<file path="config.mk">
export PLATFORM = sky130hd
export DESIGN_NAME = rdata_arb_2to1
export DESIGN_NICKNAME = d
export VERILOG_FILES = /design/src/rtl/rdata_arb_pkg.sv /design/src/rtl/rdata_arb_2to1_r_slice.sv /design/src/rtl/rdata_arb_2to1.sv
export SDC_FILE = /design/constraint.sdc
export NUM_CORES = 1
export LEC_CHECK = 0
export BUFFER_PORTS_ARGS = -buffer_cell sky130_fd_sc_hd__buf_2
export CAP_MARGIN = 20
export CORE_ASPECT_RATIO = 0.75
export CORE_MARGIN = 4
export CORE_UTILIZATION = 26
export CTS_BUF_LIST = sky130_fd_sc_hd__clkbuf_4 sky130_fd_sc_hd__clkbuf_8
export DETAILED_ROUTE_END_ITERATION = 8
export GPL_TIMING_DRIVEN = 0
export PLACE_DENSITY = 0.78
export SLEW_MARGIN = 20
export SYNTH_ARGS = -nofsm -noshare
export SYNTH_HDL_FRONTEND = slang
export SYNTH_SLANG_ARGS = --single-unit
</file>
<file path="constraint.sdc">
create_clock -name aclk -period 1.3 [get_ports aclk]
set_input_delay 0.325 -clock aclk [delete_from_list [all_inputs] [get_ports aclk]]
set_output_delay 0.325 -clock aclk [all_outputs]
set_load 0.01 [all_outputs]
</file>
<file path="src/rtl/rdata_arb_pkg.sv">
// Shared encodings for the 2:1 AXI R-channel burst-locked arbiter.
package rdata_arb_pkg;

  localparam int RESP_W = 2;

  typedef enum logic [1:0] {
    ST_IDLE   = 2'd0,
    ST_GNT_S1 = 2'd1,
    ST_GNT_S2 = 2'd2
  } state_t;

  localparam logic [1:0] GNT_NONE = 2'b00;
  localparam logic [1:0] GNT_S1   = 2'b01;
  localparam logic [1:0] GNT_S2   = 2'b10;

  function automatic logic [1:0] state_grant(input state_t st);
    case (st)
      ST_GNT_S1: state_grant = GNT_S1;
      ST_GNT_S2: state_grant = GNT_S2;
      default:   state_grant = GNT_NONE;
    endcase
  endfunction

endpackage

</file>
<file path="src/rtl/rdata_arb_2to1_r_slice.sv">
// Two-entry skid buffer: registered output stage plus one overflow entry.
// in_ready comes only from flops, so no combinational path from out_ready.
module r_slice #(
  parameter int W = 39
) (
  input  logic         clk,
  input  logic         rst,
  input  logic [W-1:0] in_data,
  input  logic         in_valid,
  output logic         in_ready,
  output logic [W-1:0] out_data,
  output logic         out_valid,
  input  logic         out_ready
);

  logic [W-1:0] out_data_r;
  logic         out_valid_r;
  logic [W-1:0] skid_data_r;
  logic         skid_valid_r;

  assign in_ready  = ~skid_valid_r;
  assign out_data  = out_data_r;
  assign out_valid = out_valid_r;

  // Output stage refills from skid first, else from the input; skid catches a beat on stall.
  always_ff @(posedge clk or posedge rst) begin
    if (rst) begin
      out_data_r   <= '0;
      out_valid_r  <= 1'b0;
      skid_data_r  <= '0;
      skid_valid_r <= 1'b0;
    end else if (!out_valid_r || out_ready) begin
      if (skid_valid_r) begin
        out_data_r   <= skid_data_r;
        out_valid_r  <= 1'b1;
        skid_valid_r <= 1'b0;
      end else begin
        out_data_r  <= in_valid ? in_data : '0;
        out_valid_r <= in_valid;
      end
    end else if (in_valid && !skid_valid_r) begin
      skid_data_r  <= in_data;
      skid_valid_r <= 1'b1;
    end else begin
      skid_valid_r <= skid_valid_r;
    end
  end

endmodule

</file>
<file path="src/rtl/rdata_arb_2to1.sv">
// Burst-locked round-robin arbiter sharing one AXI R master port between two slaves.
// Optional RDATA_ARB_SLICE_EN inserts a skid-buffer slice in front of the master port.
module rdata_arb_2to1
  import rdata_arb_pkg::*;
#(
  parameter int ID_W   = 4,
  parameter int DATA_W = 32
) (
  input  logic              aclk,
  input  logic              areset,
  output logic [ID_W-1:0]   rid_m,
  output logic [DATA_W-1:0] rdata_m,
  output logic              rlast_m,
  output logic [1:0]        rresp_m,
  output logic              rvalid_m,
  input  logic              rready_m,
  input  logic [ID_W-1:0]   rid_s1,
  input  logic [DATA_W-1:0] rdata_s1,
  input  logic              rlast_s1,
  input  logic [1:0]        rresp_s1,
  input  logic              rvalid_s1,
  output logic              rready_s1,
  input  logic [ID_W-1:0]   rid_s2,
  input  logic [DATA_W-1:0] rdata_s2,
  input  logic              rlast_s2,
  input  logic [1:0]        rresp_s2,
  input  logic              rvalid_s2,
  output logic              rready_s2,
  output logic [1:0]        grant,
  output logic              busy
);

  state_t      state_r;
  state_t      next_state_s;
  logic [1:0]  grant_r;
  logic        busy_r;
  logic [1:0]  last_grant_r;
  logic [1:0]  next_last_s;

  logic [ID_W-1:0]   mux_id_s;
  logic [DATA_W-1:0] mux_data_s;
  logic [RESP_W-1:0] mux_resp_s;
  logic              mux_last_s;
  logic              mux_valid_s;
  logic              sel_ready_s;
  logic              end_s1_s;
  logic              end_s2_s;

  assign grant     = grant_r;
  assign busy      = busy_r;
  assign rready_s1 = grant_r[0] & sel_ready_s;
  assign rready_s2 = grant_r[1] & sel_ready_s;

  // Burst end is the slave-side handshake of the rlast beat.
  assign end_s1_s = rvalid_s1 & rready_s1 & rlast_s1;
  assign end_s2_s = rvalid_s2 & rready_s2 & rlast_s2;

  // Route the owning slave's R fields; drive zeros when nobody owns the port.
  always_comb begin
    mux_id_s    = '0;
    mux_data_s  = '0;
    mux_resp_s  = '0;
    mux_last_s  = 1'b0;
    mux_valid_s = 1'b0;
    if (grant_r == GNT_S1) begin
      mux_id_s    = rid_s1;
      mux_data_s  = rdata_s1;
      mux_resp_s  = rresp_s1;
      mux_last_s  = rlast_s1;
      mux_valid_s = rvalid_s1;
    end else if (grant_r == GNT_S2) begin
      mux_id_s    = rid_s2;
      mux_data_s  = rdata_s2;
      mux_resp_s  = rresp_s2;
      mux_last_s  = rlast_s2;
      mux_valid_s = rvalid_s2;
    end else begin
      mux_valid_s = 1'b0;
    end
  end

  // Next owner: round-robin on ties in IDLE, hand over without a bubble at burst end.
  always_comb begin
    next_state_s = state_r;
    next_last_s  = last_grant_r;
    case (state_r)
      ST_IDLE: begin
        if (rvalid_s1 && (!rvalid_s2 || last_grant_r == GNT_S2)) begin
          next_state_s = ST_GNT_S1;
        end else if (rvalid_s2) begin
          next_state_s = ST_GNT_S2;
        end else begin
          next_state_s = ST_IDLE;
        end
      end
      ST_GNT_S1: begin
        if (end_s1_s) begin
          next_last_s  = GNT_S1;
          next_state_s = rvalid_s2 ? ST_GNT_S2 : ST_IDLE;
        end else begin
          next_state_s = ST_GNT_S1;
        end
      end
      ST_GNT_S2: begin
        if (end_s2_s) begin
          next_last_s  = GNT_S2;
          next_state_s = rvalid_s1 ? ST_GNT_S1 : ST_IDLE;
        end else begin
          next_state_s = ST_GNT_S2;
        end
      end
      default: begin
        next_state_s = ST_IDLE;
      end
    endcase
  end

  // Arbitration state with grant and busy registered alongside it.
  always_ff @(posedge aclk or posedge areset) begin
    if (areset) begin
      state_r      <= ST_IDLE;
      grant_r      <= GNT_NONE;
      busy_r       <= 1'b0;
      last_grant_r <= GNT_S2;
    end else begin
      state_r      <= next_state_s;
      grant_r      <= state_grant(next_state_s);
      busy_r       <= (next_state_s != ST_IDLE);
      last_grant_r <= next_last_s;
    end
  end

`ifdef RDATA_ARB_SLICE_EN
  localparam int SW = ID_W + DATA_W + RESP_W + 1;

  logic [SW-1:0] slice_in_s;
  logic [SW-1:0] slice_out_s;
  logic          slice_ready_s;
  logic          slice_valid_s;

  assign slice_in_s  = {mux_id_s, mux_data_s, mux_resp_s, mux_last_s};
  assign sel_ready_s = slice_ready_s;

  r_slice #(
    .W (SW)
  ) u_slice (
    .clk       (aclk),
    .rst       (areset),
    .in_data   (slice_in_s),
    .in_valid  (mux_valid_s),
    .in_ready  (slice_ready_s),
    .out_data  (slice_out_s),
    .out_valid (slice_valid_s),
    .out_ready (rready_m)
  );

  assign {rid_m, rdata_m, rresp_m, rlast_m} = slice_out_s;
  assign rvalid_m = slice_valid_s;
`else
  assign sel_ready_s = rready_m;
  assign rid_m       = mux_id_s;
  assign rdata_m     = mux_data_s;
  assign rresp_m     = mux_resp_s;
  assign rlast_m     = mux_last_s;
  assign rvalid_m    = mux_valid_s;
`endif

endmodule

</file>
==> results_dict.tcl <==
set metrics [dict create \
    cts_max_path_buffers 2 \
    drive_gt1_share_pct 75.1 \
    hp-class "primary input to async pin" \
    nets 325 \
    drc_errors 0 \
    rr_worst_depth 6 \
    grt_max_degree 11 \
    ys_ff_latch 7 \
    fin_ws_ns -0.357 \
    met3_wirelength_um 341 \
    synth_cell_types 27 \
    slew_headroom_pct 78.9 \
    antenna_left 0 \
    syn_area_um2 810 \
    path_clk_slew_ns 0.04 \
    cts.sinks 7 \
    fin_crit_sh_pct 127 \
    p_per_area_nw_per_um2 2040 \
    synth.mux.area_fraction_pct 0 \
    cts_root_buf "clkbuf_8" \
    die_x_um 72.4 \
    overflow 0 \
    max_clock_freq_mhz 603 \
    dp_hpwl_mm 3.20 \
    yosysSeqAreaShare_pct 21.8 \
    die_h_um 56.3 \
    critPathMaxFanout 10 \
    grt_pass1_wl_mm 6.18 \
    synth_simple_gate_area_share_pct 15.5 \
    power.leakage_uw 0.00106 \
    finalCriticalPeriod_ns 1.66 \
    status "finished, violations left" \
    port_buffers 127 \
    first_iter_violations 26 \
    numCtsBuffers 3 \
    avgRoutedWirePerCell_um 14.6 \
    gp_congestion 0.811 \
    crit_path_end_kind "output port" \
    die-area_um2 4080 \
    layout_common_cells "127 x buf_2, 40 x a22o_1, 12 x buf_4" \
    critPathArrivalTime_ns 1.33 \
    diodes 0 \
    yosys.area_share.adder_pct 6.18 \
    drv_cap 0 \
    first_pass_iters 4 \
    top_layer_used "met4" \
    failed_checks "setup timing" \
    synthXorXnorAreaFrac_pct 0 \
    pre_cts_ws_ns -0.189 \
    routed_wl_mm 4.01 \
    via_per_inst 4.77 \
    setup-tns-final_ns -13.68 \
    max_stage_delay_ns 0.42 \
    vias 1311 \
    htree_levels 1 \
    start_util_pct 27.4 \
    crit_chain "nor2b_4 > buf_4 > a22o_1 > buf_2" \
    maxSlewViolCount 0 \
    register_area_um2 179 \
    synth_top_family_by_area "compound AO/OA/AOI/OAI gates" \
    hold_violations 0 \
    io-pin-count 128 \
    multi_input_area_um2 698 \
    crit_type "flop to output port" \
    skew_ns 0.00351 \
    wl_met1_mm 1.54 \
    peakVddDrop_uv 1310 \
    synthesis.instances 92 \
    grt_antenna_before_repair 0 \
    setup_viol 49 \
    wl_met2_mm 2.10 \
    track_usage_pct 18.6 \
    crit_slowest_cell "dfrtp_2" \
    avgSynthCellArea_um2 8.80 \
    coreArea_um2 2960 \
    syn_nets 179 \
    areaGrowthSynthToFinish_pct 129 \
    n_fill_cell 258 \
    cts_tree "done" \
    critical_path_required_ns 0.98 \
    start_kind "flop" \
    clk_latency_ns 0.23 \
    worst_pin_slew_ns 0.317 \
    layout_commonest_cell "buf_2" \
    grt_pass1_vias 1340 \
    synth_compound_area_share_pct 48.7 \
    rows 17 \
    synth_warnings 0 \
    rsz0062_at_grt "true" \
]
==> power breakdown <==
group	switching [uW]	internal (uW)	total [uW]
sequential	84.8	329	413
combinational	1440	1590	3030
clock	93.0	233	326
==> cells in the mapped netlist, drive strengths merged <==
cell type	count	share of area [%]
nor2b	3	2.3
and4	1	1.1
nor2	1	0.46
nand4	1	0.77
dfrtp	6	19
nand3b	1	0.93
nand2	4	1.9
a21oi	2	1.2
and3	1	1.4
nand2b	1	0.77
inv	7	3.2
buf	5	2.6
clkbuf	3	1.4
a22o	40	43
dfstp	1	3.2
nor3b	1	0.93
nor4	2	2.3
ha	4	6.2
clkinv	1	0.62
o31ai	2	2.5
and2	3	2.6
a31oi	1	0.77
a21o	1	0.93
==> repair_timing <==
action	in CTS	in global routing
gates resized for setup	22	10
hold buffers	0	0
setup buffers	10	3
cloned	1	0
setup endpoints to repair	45	49
pin swaps	8	4
==> worst max-delay path: cells and delay by family (launching register included) <==
kind                   cells  cell delay, ns
AO/OA/AOI/OAI              1            0.22
AND/OR/NAND/NOR            1            0.16
buffers and inverters      2            0.30
flip-flops                 1            0.42
==> final timing paths <==
check	from	to	slack, ns
setup / recovery	grant[1]	rdata_m[22]	-0.36
hold / removal	areset	grant[0]	0.02
setup reg to reg	state_r[0]	grant[0]	-0.17
hold reg to reg	last_grant_r[1]	last_grant_r[1]	0.49
max in group asynchronous	areset	last_grant_r[1]	1.02
min in group aclk	last_grant_r[1]	last_grant_r[1]	0.49
==> layer usage <==
metal | up-vias | global-route usage, %
met4 | 0 | 3.16
met1 | 601 | 22.5
li1 | 652 | -
met5 | - | 0
met3 | 6 | 5.01
met2 | 52 | 33.1
==> stage by stage <==
step           total power, uW  instance area, um^2  hold slack, ns  utilization (%)  instances
5_1_grt                   4070                 1850          0.0313             62.6        275
2_1_floorplan             1960                  867           0.128                -         92
3_5_place_dp              2850                 1550           0.260             52.4        257
3_3_place_gp              2820                 1550           0.262             52.4        257
6_report                  3770                 1850          0.0167             62.6        275
4_1_cts                   3580                 1790          0.0207             60.5        272
==> cells by family after synthesis <==
group / count (synthesis)
compound gates: 46
fa+ha+maj: 4
buf+inv: 16
flops: 7
simple gates: 19
==> registers in the layout (all words and copies together) (netlist names) <==
name,count
grant,2
state_r,2
last_grant_r,2
busy,1
==> cell type report <==
cell class / instances / area share (%)
Inverter: 8 / 1.69
Tap cell: 38 / 2.57
Buffer: 8 / 4.87
Multi-Input combinational cell: 69 / 37.7
Timing Repair Buffer: 141 / 40.8
Sequential cell: 7 / 9.67
Clock buffer: 4 / 2.64
Power figures use the tool's default switching activity.
